**config.mk**
```make
export PLATFORM = sky130hd
export DESIGN_NAME = spawn_pos_gen
export DESIGN_NICKNAME = d
export VERILOG_FILES = /design/src/rtl/spawn_pkg.sv /design/src/rtl/spawn_axis_sampler.sv /design/src/rtl/spawn_pos_gen.sv
export SDC_FILE = /design/constraint.sdc
export NUM_CORES = 1
export LEC_CHECK = 0
export ABC_CLOCK_PERIOD_IN_PS = 4300
export BUFFER_PORTS_ARGS = -buffer_cell sky130_fd_sc_hd__buf_2
export CORE_MARGIN = 2
export CORE_UTILIZATION = 40
export CTS_CLUSTER_DIAMETER = 100
export CTS_CLUSTER_SIZE = 30
export DETAILED_ROUTE_END_ITERATION = 10
export HOLD_SLACK_MARGIN = 0.02
export MAX_ROUTING_LAYER = met4
export REMOVE_ABC_BUFFERS = 1
export SLEW_MARGIN = 20
export SYNTH_ARGS = -nofsm -noshare
export SYNTH_HDL_FRONTEND = slang
export SYNTH_SLANG_ARGS = --single-unit
```
**constraint.sdc**
```tcl
create_clock -name clk -period 4.3 [get_ports clk]
set_input_delay 0.645 -clock clk [delete_from_list [all_inputs] [get_ports clk]]
set_output_delay 0.645 -clock clk [all_outputs]
set_load 0.01 [all_outputs]
```
**src/rtl/spawn_pkg.sv**
```systemverilog
// Shared definitions for the spawn coordinate generator: default geometry,
// retry limit and the FSM state encoding.
package spawn_pkg;

  // Default geometry: 10x12 tile playfield addressed with 4-bit coordinates.
  localparam int DEF_COORD_W   = 4;
  localparam int DEF_GRID_W    = 10;
  localparam int DEF_GRID_H    = 12;
  localparam int DEF_MAX_TRIES = 8;

  // FSM state encoding.
  localparam logic [2:0] ST_IDLE   = 3'd0;
  localparam logic [2:0] ST_DRAW_X = 3'd1;
  localparam logic [2:0] ST_DRAW_Y = 3'd2;
  localparam logic [2:0] ST_CHECK  = 3'd3;
  localparam logic [2:0] ST_DONE   = 3'd4;

  typedef enum logic [2:0] {
    IDLE   = ST_IDLE,
    DRAW_X = ST_DRAW_X,
    DRAW_Y = ST_DRAW_Y,
    CHECK  = ST_CHECK,
    DONE   = ST_DONE
  } state_t;

endpackage

```
**src/rtl/spawn_axis_sampler.sv**
```systemverilog
// Rejection sampler for one axis.
//  clk, reset : clock, synchronous active-high reset
//  cand       : candidate coordinate taken from the random byte this cycle
//  en         : sampler is drawing this cycle
//  clear      : start of a new request (drops try count and fold flag)
//  accept     : combinational, this cycle's draw ends the axis
//  coord      : latched coordinate for the axis
//  fb         : the latched coordinate came from the fold path
module spawn_axis_sampler #(
  parameter int COORD_W   = 4,
  parameter int LIMIT     = 10,
  parameter int MAX_TRIES = 8
) (
  input  logic               clk,
  input  logic               reset,
  input  logic [COORD_W-1:0] cand,
  input  logic               en,
  input  logic               clear,
  output logic               accept,
  output logic [COORD_W-1:0] coord,
  output logic               fb
);

  localparam int                 TRY_W     = $clog2(MAX_TRIES) + 1;
  localparam logic [TRY_W-1:0]   TRY_LAST  = TRY_W'(MAX_TRIES - 1);
  localparam logic [TRY_W-1:0]   TRY_ONE   = TRY_W'(1);
  localparam logic [COORD_W:0]   LIMIT_EXT = (COORD_W + 1)'(LIMIT);
  // Because LIMIT > 2^(COORD_W-1), any rejected candidate minus LIMIT lands in range.
  localparam logic [COORD_W-1:0] LIMIT_LOW = COORD_W'(LIMIT);

  logic [TRY_W-1:0]   tries_r;
  logic [COORD_W-1:0] coord_r;
  logic               fb_r;
  logic               in_range_s;
  logic               last_try_s;

  assign in_range_s = ({1'b0, cand} < LIMIT_EXT);
  assign last_try_s = (tries_r == TRY_LAST);
  assign accept     = en & (in_range_s | last_try_s);
  assign coord      = coord_r;
  assign fb         = fb_r;

  // Try counter, coordinate latch and fold flag.
  always_ff @(posedge clk) begin
    if (reset) begin
      tries_r <= '0;
      coord_r <= '0;
      fb_r    <= 1'b0;
    end else if (clear) begin
      tries_r <= '0;
      fb_r    <= 1'b0;
    end else if (en) begin
      if (in_range_s) begin
        coord_r <= cand;
        tries_r <= '0;
      end else if (last_try_s) begin
        coord_r <= cand - LIMIT_LOW;
        fb_r    <= 1'b1;
        tries_r <= '0;
      end else begin
        tries_r <= tries_r + TRY_ONE;
      end
    end
  end

endmodule

```
**src/rtl/spawn_pos_gen.sv**
```systemverilog
// Spawn coordinate generator: turns the free-running LFSR byte into a uniform
// in-range (x,y) tile that avoids the player's tile.
//  clk, reset         : clock, synchronous active-high reset
//  num_in             : random byte, new value every cycle
//  req                : spawn request, honoured only when idle
//  player_x/player_y  : player tile, compared in the CHECK cycle
//  busy               : high whenever a request is in progress
//  valid              : one-cycle pulse, spawn_x/spawn_y/fallback are fresh
//  spawn_x/spawn_y    : result coordinates, held until the next valid
//  fallback           : at least one axis used the fold path
module spawn_pos_gen
  import spawn_pkg::*;
#(
  parameter int COORD_W   = DEF_COORD_W,
  parameter int GRID_W    = DEF_GRID_W,
  parameter int GRID_H    = DEF_GRID_H,
  parameter int MAX_TRIES = DEF_MAX_TRIES
) (
  input  logic               clk,
  input  logic               reset,
  input  logic [7:0]         num_in,
  input  logic               req,
  input  logic [COORD_W-1:0] player_x,
  input  logic [COORD_W-1:0] player_y,
  output logic               busy,
  output logic               valid,
  output logic [COORD_W-1:0] spawn_x,
  output logic [COORD_W-1:0] spawn_y,
  output logic               fallback
);

  localparam logic [COORD_W-1:0] X_LAST  = COORD_W'(GRID_W - 1);
  localparam logic [COORD_W-1:0] X_ONE   = COORD_W'(1);

  state_t             state_r, next_state_s;
  logic               clear_s, en_x_s, en_y_s;
  logic               accept_x_s, accept_y_s;
  logic [COORD_W-1:0] x_coord_s, y_coord_s, final_x_s;
  logic               fb_x_s, fb_y_s;
  logic               busy_r, valid_r, fallback_r;
  logic [COORD_W-1:0] spawn_x_r, spawn_y_r;

  // x draws from the low bits, y from the high bits of the same random byte.
  spawn_axis_sampler #(.COORD_W(COORD_W), .LIMIT(GRID_W), .MAX_TRIES(MAX_TRIES)) u_x (
    .clk(clk), .reset(reset), .cand(num_in[COORD_W-1:0]), .en(en_x_s), .clear(clear_s),
    .accept(accept_x_s), .coord(x_coord_s), .fb(fb_x_s)
  );

  spawn_axis_sampler #(.COORD_W(COORD_W), .LIMIT(GRID_H), .MAX_TRIES(MAX_TRIES)) u_y (
    .clk(clk), .reset(reset), .cand(num_in[7:8-COORD_W]), .en(en_y_s), .clear(clear_s),
    .accept(accept_y_s), .coord(y_coord_s), .fb(fb_y_s)
  );

  // Next-state logic and per-state sampler controls.
  always_comb begin
    next_state_s = state_r;
    clear_s      = 1'b0;
    en_x_s       = 1'b0;
    en_y_s       = 1'b0;
    case (state_r)
      IDLE: begin
        if (req) begin
          next_state_s = DRAW_X;
          clear_s      = 1'b1;
        end else begin
          next_state_s = IDLE;
        end
      end
      DRAW_X: begin
        en_x_s = 1'b1;
        if (accept_x_s) begin
          next_state_s = DRAW_Y;
        end else begin
          next_state_s = DRAW_X;
        end
      end
      DRAW_Y: begin
        en_y_s = 1'b1;
        if (accept_y_s) begin
          next_state_s = CHECK;
        end else begin
          next_state_s = DRAW_Y;
        end
      end
      CHECK:   next_state_s = DONE;
      DONE:    next_state_s = IDLE;
      default: next_state_s = IDLE;
    endcase
  end

  // Player collision bump: step x one tile right, wrapping at the grid edge.
  always_comb begin
    final_x_s = x_coord_s;
    if ((x_coord_s == player_x) && (y_coord_s == player_y)) begin
      if (x_coord_s == X_LAST) begin
        final_x_s = '0;
      end else begin
        final_x_s = x_coord_s + X_ONE;
      end
    end else begin
      final_x_s = x_coord_s;
    end
  end

  // State register and registered outputs; results are captured leaving CHECK.
  always_ff @(posedge clk) begin
    if (reset) begin
      state_r    <= IDLE;
      busy_r     <= 1'b0;
      valid_r    <= 1'b0;
      spawn_x_r  <= '0;
      spawn_y_r  <= '0;
      fallback_r <= 1'b0;
    end else begin
      state_r <= next_state_s;
      busy_r  <= (next_state_s != IDLE);
      valid_r <= (next_state_s == DONE);
      if (state_r == CHECK) begin
        spawn_x_r  <= final_x_s;
        spawn_y_r  <= y_coord_s;
        fallback_r <= fb_x_s | fb_y_s;
      end
    end
  end

  assign busy     = busy_r;
  assign valid    = valid_r;
  assign spawn_x  = spawn_x_r;
  assign spawn_y  = spawn_y_r;
  assign fallback = fallback_r;

endmodule

```
==> summary.md, run 1 <==
| Metric | Value |
|---|---|
| Most numerous cell in the Yosys netlist | dfxtp_1 |
| Post-route cell area | 0.00180 mm2 |
| # H-tree levels | 2 |
| Status | finished clean |
| Worst slew margin | 59.5% |
| Hold Vio Cnt, Final | 0 |
| Setup Skew | 0.00509 ns |
| Worst Path Max Fanout | 6 |
| Fmax achieved | 587 MHz |
| Clk slew on worst S/H paths | 0.07 ns |
| Placed Cells incl. Taps | 241 |
| Yosys top cell by area | dfxtp_1 |
| Seq cells post-synth | 32 |
| Critical Path End Type | flop |
| Fin worst setup slack | 2.60 ns |
| DRT Wirelength | 3290 um |
| Finished Layout Cells | 249 |
| Hold-fix buffers, CTS | 0 |
| Post-DP HPWL | 2380 um |
| Synth top area share | 41.4% |
| Crit path kind | flop to flop |
| Setup TNS | 0 ns |
| Setup bufs post-CTS | 0 |
| Synthesized instance count | 171 |
| Initial antenna violation count | 0 |
| Number of global-route vias before repair | 1,279 |
| PostCTS Resize Cnt | 0 |
| Via count | 1,370 |
| Tcrit/Tclk final | 39.6% |
| Global-route wire length before repair | 5520 um |
| Root Driver | clkbuf_8 |
| RSZ-0062 raised after global routing | false |
| Commonest cells in the netlist | 32 x dfxtp_1, 20 x nor2_1, 19 x a21oi_1 |
| Register area share after synthesis | 41.4% |
| Hold_ws | 0.452 ns |
| Starting Density | 42.0% |
| PD cells | 344 mW/mm2 |
| Slew at the pin closest to its max-slew limit | 0.604 ns |
| Grt total ovfl | 0 |
| Maximum vdd ir drop | 0.192 mV |
| Post-DRT Antenna Nets | 0 |
| Drt drc | 0 |
| CTS tree | built |
| Vias/cell | 5.50 |
| Die footprint | 0.00439 mm2 |
| # rows | 22 |
| Worst-Skew Late Latency | 0.28 ns |
| All-layer global routing usage | 16.9% |
| Mean Syn Cell Area | 9.06 um2 |
| Largest net degree at the start of global routing | 25 |
| Leakage power | 0.717 nW |
| Core Region | 0.00369 mm2 |
| Mapped Area | 0.00155 mm2 |
| Die Wd | 66.2 um |
| Multi-input gate area | 851 um2 |
| Number of synthesized flops with an enable pin | 0 |
| Share of layout cells above drive strength 1 | 23.9% |
| HP Class | flop to flop |
| FF/Latch Area | 641 um2 |
| Port Buffers | 29 |
| Die Y-Extent | 66.2 um |
| Max cap viols | 0 |
| Yosys warnings | 0 |
| Total Nets Final | 222 |
| Critical Path RT | 4.46 ns |
| FFs w/ async S/R, synth | 0% |
| Worst slack, placed | 2.44 ns |
| Crit path DAT | 1.86 ns |
| Min Clock Period, post-route | 1.70 ns |
| Wire per inst | 13.2 um |
| Io pins | 30 |
| N_diodes | 0 |
| # clock sinks | 32 |
| Primary FF master, synth | dfxtp_1 |
| Final setup viols | 0 |
| Max Transition Viols Final | 0 |
| Largest cells by area after synthesis | dfxtp_1 41%, a21oi_1 6.1%, nor2_1 4.8% |
| Crit path launch type | flop |
| Placed inst area | 0.00171 mm2 |
| Initial DRC Count | 92 |
| Synth cell types | 44 |
| Drt pass-1 iters | 4 |
| Area grow syn2layout | 16.5% |
| CTS Buf Count | 5 |
| Bufs on Longest Clock Path | 2 |
| Layout fillers | 386 |
| Final GP Congestion | 0.794 |
[sequential cells by signal, summed over array words and instances (netlist names)]
name and count:
u_y.tries_r 4, u_y.fb 1, u_x.fb 1, state_r 3, fallback 1, valid 1, busy 1, spawn_x 4
u_y.coord 4, u_x.tries_r 4, u_x.coord 4, spawn_y 4
[metal layers]
metal | global-route usage [%] | part of all wire, %
met5 | - | 0
met4 | 8.67 | 1.3
met3 | 5.96 | 5.2
met2 | 26.8 | 47
met1 | 18.9 | 47
[layout by cell type (no fill, tap or decap), types with 2 or more instances in the layout]
| master | synthesis | routed |
|---|---|---|
| nand4_1 | 5 | 5 |
| inv_1 | 4 | 4 |
| nor3b_1 | 4 | 4 |
| o21ai_0 | 5 | 5 |
| xor2_1 | 2 | 2 |
| nor3_1 | 4 | 4 |
| nor3b_2 | 2 | 2 |
| nand2_1 | 16 | 16 |
| and3b_1 | 3 | 3 |
| a311oi_1 | 2 | 2 |
| dfxtp_1 | 32 | 32 |
| mux2i_1 | 5 | 5 |
| o21ai_1 | 2 | 2 |
| ha_1 | 3 | 3 |
| nor2_1 | 20 | 20 |
| buf_2 | 1 | 29 |
| xnor2_1 | 5 | 5 |
| nand3b_1 | 4 | 4 |
| nor4_1 | 4 | 4 |
| a21oi_1 | 19 | 19 |
| xnor2_2 | 2 | 2 |
| clkbuf_8 | 0 | 6 |
| clkinv_2 | 0 | 2 |
[power by group]
group | internal [mW] | switching (mW)
sequential | 0.304 | 0.0110
combinational | 0.0323 | 0.0407
clock | 0.127 | 0.105
[per-stage QoR]
step	power (mW)	utilization [%]
after floorplan	0.365	-
after global placement	0.391	46.4
after detailed placement	0.394	46.4
after CTS	0.628	48.9
after global routing	0.650	48.9
final	0.621	48.9
[worst paths after layout]
path                          startpoint  cells after the start  slack, ns                   endpoint
max reg2reg  u_y.tries_r[0]$_SDFFE_PP0N_                      5       2.60  u_y.coord[0]$_SDFFE_PP0P_
max          u_y.tries_r[0]$_SDFFE_PP0N_                      5       2.60  u_y.coord[0]$_SDFFE_PP0P_
min              spawn_y[3]$_SDFFE_PP0P_                      2       0.45    spawn_y[3]$_SDFFE_PP0P_
min reg2reg      spawn_y[3]$_SDFFE_PP0P_                      2       0.45    spawn_y[3]$_SDFFE_PP0P_
[final cells by class]
type,instances,share of cell area [%]
well taps,48,3.33
clock buffers,6,4.58
clock inverters,2,0.555
inverters,4,0.832
multi-input cells,128,47.2
flip-flops and latches,32,35.5
repair buffers,29,8.04
[worst max-delay path, cell delays in order, from the launching register on]
cell and delay, ns:
dfxtp_1 0.34, ha_1 0.23, and3b_1 0.21, o21ai_1 0.50
mux2i_1 0.25, nor2_1 0.05
[cells by family after synthesis]
family          Yosys count  synth area share, %
buf+inv                  11                 3.71
fa+ha+maj                 3                 2.42
xor+xnor                 10                 7.84
simple gates             73                 27.1
mux                       5                 3.23
flops                    32                 41.4
compound gates           37                 14.4
Power figures use the tool's default switching activity.
==> inputs of run 2 (changes only) <==
ABC_CLOCK_PERIOD_IN_PS = 1500   (was 4300)
clock period = 1.5 ns   (was 4.3 ns; I/O delays follow)
==> summary.md, run 2 (synthesis gave the netlist of run 1 again) <==
| Metric | Value |
|---|---|
| N_diodes | 0 (unchanged) |
| Worst-Skew Late Latency | 0.28 ns (about the same) |
| Root Driver | clkbuf_8 (unchanged) |
| Setup Skew | 0.00285 ns (was 0.00509 ns) |
| Metal-1 WL | 1670 um (was 1540 um) |
| Clk slew on worst S/H paths | 0.06 ns (was 0.07 ns) |
| Final total power | 1.84 mW (was 0.621 mW) |
| Die Wd | 66.2 um (unchanged) |
| Maximum vdd ir drop | 0.559 mV (was 0.192 mV) |
| Share of layout cells above drive strength 1 | 35.6% (was 23.9%) |
| Max Used Layer | met4 (unchanged) |
| Post-DRT Antenna Nets | 0 (unchanged) |
| Die Y-Extent | 66.2 um (unchanged) |
| # clock sinks | 32 (unchanged) |
| Worst slew margin | 75.1% (was 59.5%) |
| Drt pass-1 iters | 4 (unchanged) |
| Hold-fix buffers, CTS | 0 (unchanged) |
| Worst Path Max Fanout | 4 (was 6) |
| Met2 routed WL | 1760 um (was 1530 um) |
| Vias/cell | 5.24 (was 5.50) |
| Min-delay src | num_in[4] (was spawn_y[3]$_SDFFE_PP0P_) |
| Slew at the pin closest to its max-slew limit | 0.370 ns (was 0.604 ns) |
| Initial DRC Count | 143 (was 92) |
| Placed inst area | 0.00182 mm2 (was 0.00171 mm2) |
| HP Class | input port to flop (was flop to flop) |
| Crit path DAT | 1.63 ns (was 1.86 ns) |
| Commonest non-fill, non-tap cell in the layout | buf_2 (was dfxtp_1) |
| Port Buffers | 29 (unchanged) |
| Leakage power | 0.790 nW (was 0.717 nW) |
| Global-route wire length before repair | 5930 um (was 5520 um) |
| Post-route cell area | 0.00198 mm2 (was 0.00180 mm2) |
| Final GP Congestion | 0.888 (was 0.794) |
| Tcrit/Tclk final | 98.4% (was 39.6%) |
| Setup TNS | 0 ns (unchanged) |
| Hold Vio Cnt, Final | 0 (unchanged) |
| Critical Path End Type | flop (unchanged) |
| Post-DP HPWL | 2740 um (was 2380 um) |
| Crit path kind | flop to flop (unchanged) |
| Initial antenna violation count | 0 (unchanged) |
| Placed Cells incl. Taps | 255 (was 241) |
| RSZ-0062 raised after global routing | true (was false) |
| Largest net degree at the start of global routing | 18 (was 25) |
| Max cap viols | 0 (unchanged) |
| Drt drc | 0 (unchanged) |
| Commonest cells after routing, fill and taps aside | 29 x buf_2, 27 x dfxtp_1, 20 x nor2_1, 19 x a21oi_1, 16 x nand2_1 (was 32 x dfxtp_1, 29 x buf_2, 20 x nor2_1, 19 x a21oi_1, 16 x nand2_1) |
| Finished Layout Cells | 264 (was 249) |
| Crit path launch type | flop (unchanged) |
| Status | finished clean (unchanged) |
| Number of global-route vias before repair | 1,344 (was 1,279) |
| Max Transition Viols Final | 0 (unchanged) |
| Core Region | 0.00369 mm2 (unchanged) |
| Via count | 1,383 (was 1,370) |
| # rows | 22 (unchanged) |
| Bufs on Longest Clock Path | 2 (unchanged) |
| Io pins | 30 (unchanged) |
| Wire per inst | 13.6 um (was 13.2 um) |
| Critical Path RT | 1.66 ns (was 4.46 ns) |
| Total Nets Final | 237 (was 222) |
| All-layer global routing usage | 18.1% (was 16.9%) |
| Fmax achieved | 678 MHz (was 587 MHz) |
| DRT Wirelength | 3600 um (was 3290 um) |
| Core Util, Final | 53.8% (was 48.9%) |
| Starting Density | 42.0% (unchanged) |
| CTS tree | built (unchanged) |
| # H-tree levels | 2 (unchanged) |
| FF-to-FF Start | u_x.coord[3]$_SDFFE_PP0P_ (was u_y.tries_r[0]$_SDFFE_PP0N_) |
| Grt total ovfl | 0 (unchanged) |
| CP startpoint | u_x.coord[3]$_SDFFE_PP0P_ (was u_y.tries_r[0]$_SDFFE_PP0N_) |
| Met3 WL | 126 um (was 170 um) |
| Area grow syn2layout | 28.1% (was 16.5%) |
| Die footprint | 0.00439 mm2 (unchanged) |
| PD cells | 926 mW/mm2 (was 344 mW/mm2) |
| Min Clock Period, post-route | 1.48 ns (was 1.70 ns) |
| CTS Buf Count | 5 (unchanged) |
| Final setup viols | 0 (unchanged) |
## run 2: path summary, 6_finish.rpt
kind	endpoint	slack (ns)	cells after the start
hold / removal	u_y.coord[0]$_SDFFE_PP0P_	0.18	3
hold reg to reg	spawn_y[2]$_SDFFE_PP0P_	0.46	2
setup / recovery	spawn_x[2]$_SDFFE_PP0P_	0.02	5
setup reg to reg	spawn_x[2]$_SDFFE_PP0P_	0.02	5
## run 2: power breakdown
group	switching [mW]	internal, mW
clock network	0.297	0.374
logic	0.132	0.132
registers	0.0276	0.874
## run 2: repair_timing
action | in CTS | in global routing
buffers inserted | 0 | 1
resized for setup | 1 | 19
setup endpoints to repair | 3 | 13
pin swaps | 0 | 4
## run 2: area by class of cell
cell class | instances | area, um2
clock buffer | 8 | 90.1
multi-input combinational | 128 | 915
tap | 48 | 60.1
inverter | 4 | 15.0
timing repair buffer | 44 | 258
sequential | 32 | 647
fill | 360 | 1700
## run 2: layer usage
layer / global-route usage (%) / vias up
met2: 29.5 / 29
met4: 7.65 / 0
met5: - / -
met1: 21.5 / 642
met3: 3.75 / 6
li1: - / 706
## run 2: worst max-delay path, stage by stage (launching register included)
cell     delay, ns
dfxtp_1       0.34
xnor2_1       0.23
nand4_2       0.15
buf_4         0.17
nor4_1        0.38
nor4_2        0.09
## run 2: through the flow
stage / setup slack [ns] / hold WS, ns
after floorplan: 0.0567 / 0.294
after global placement: 0.00810 / 0.443
after detailed placement: -0.0430 / 0.451
after CTS: 0.00605 / 0.181
after global routing: -0.0794 / 0.203
final: 0.0242 / 0.185
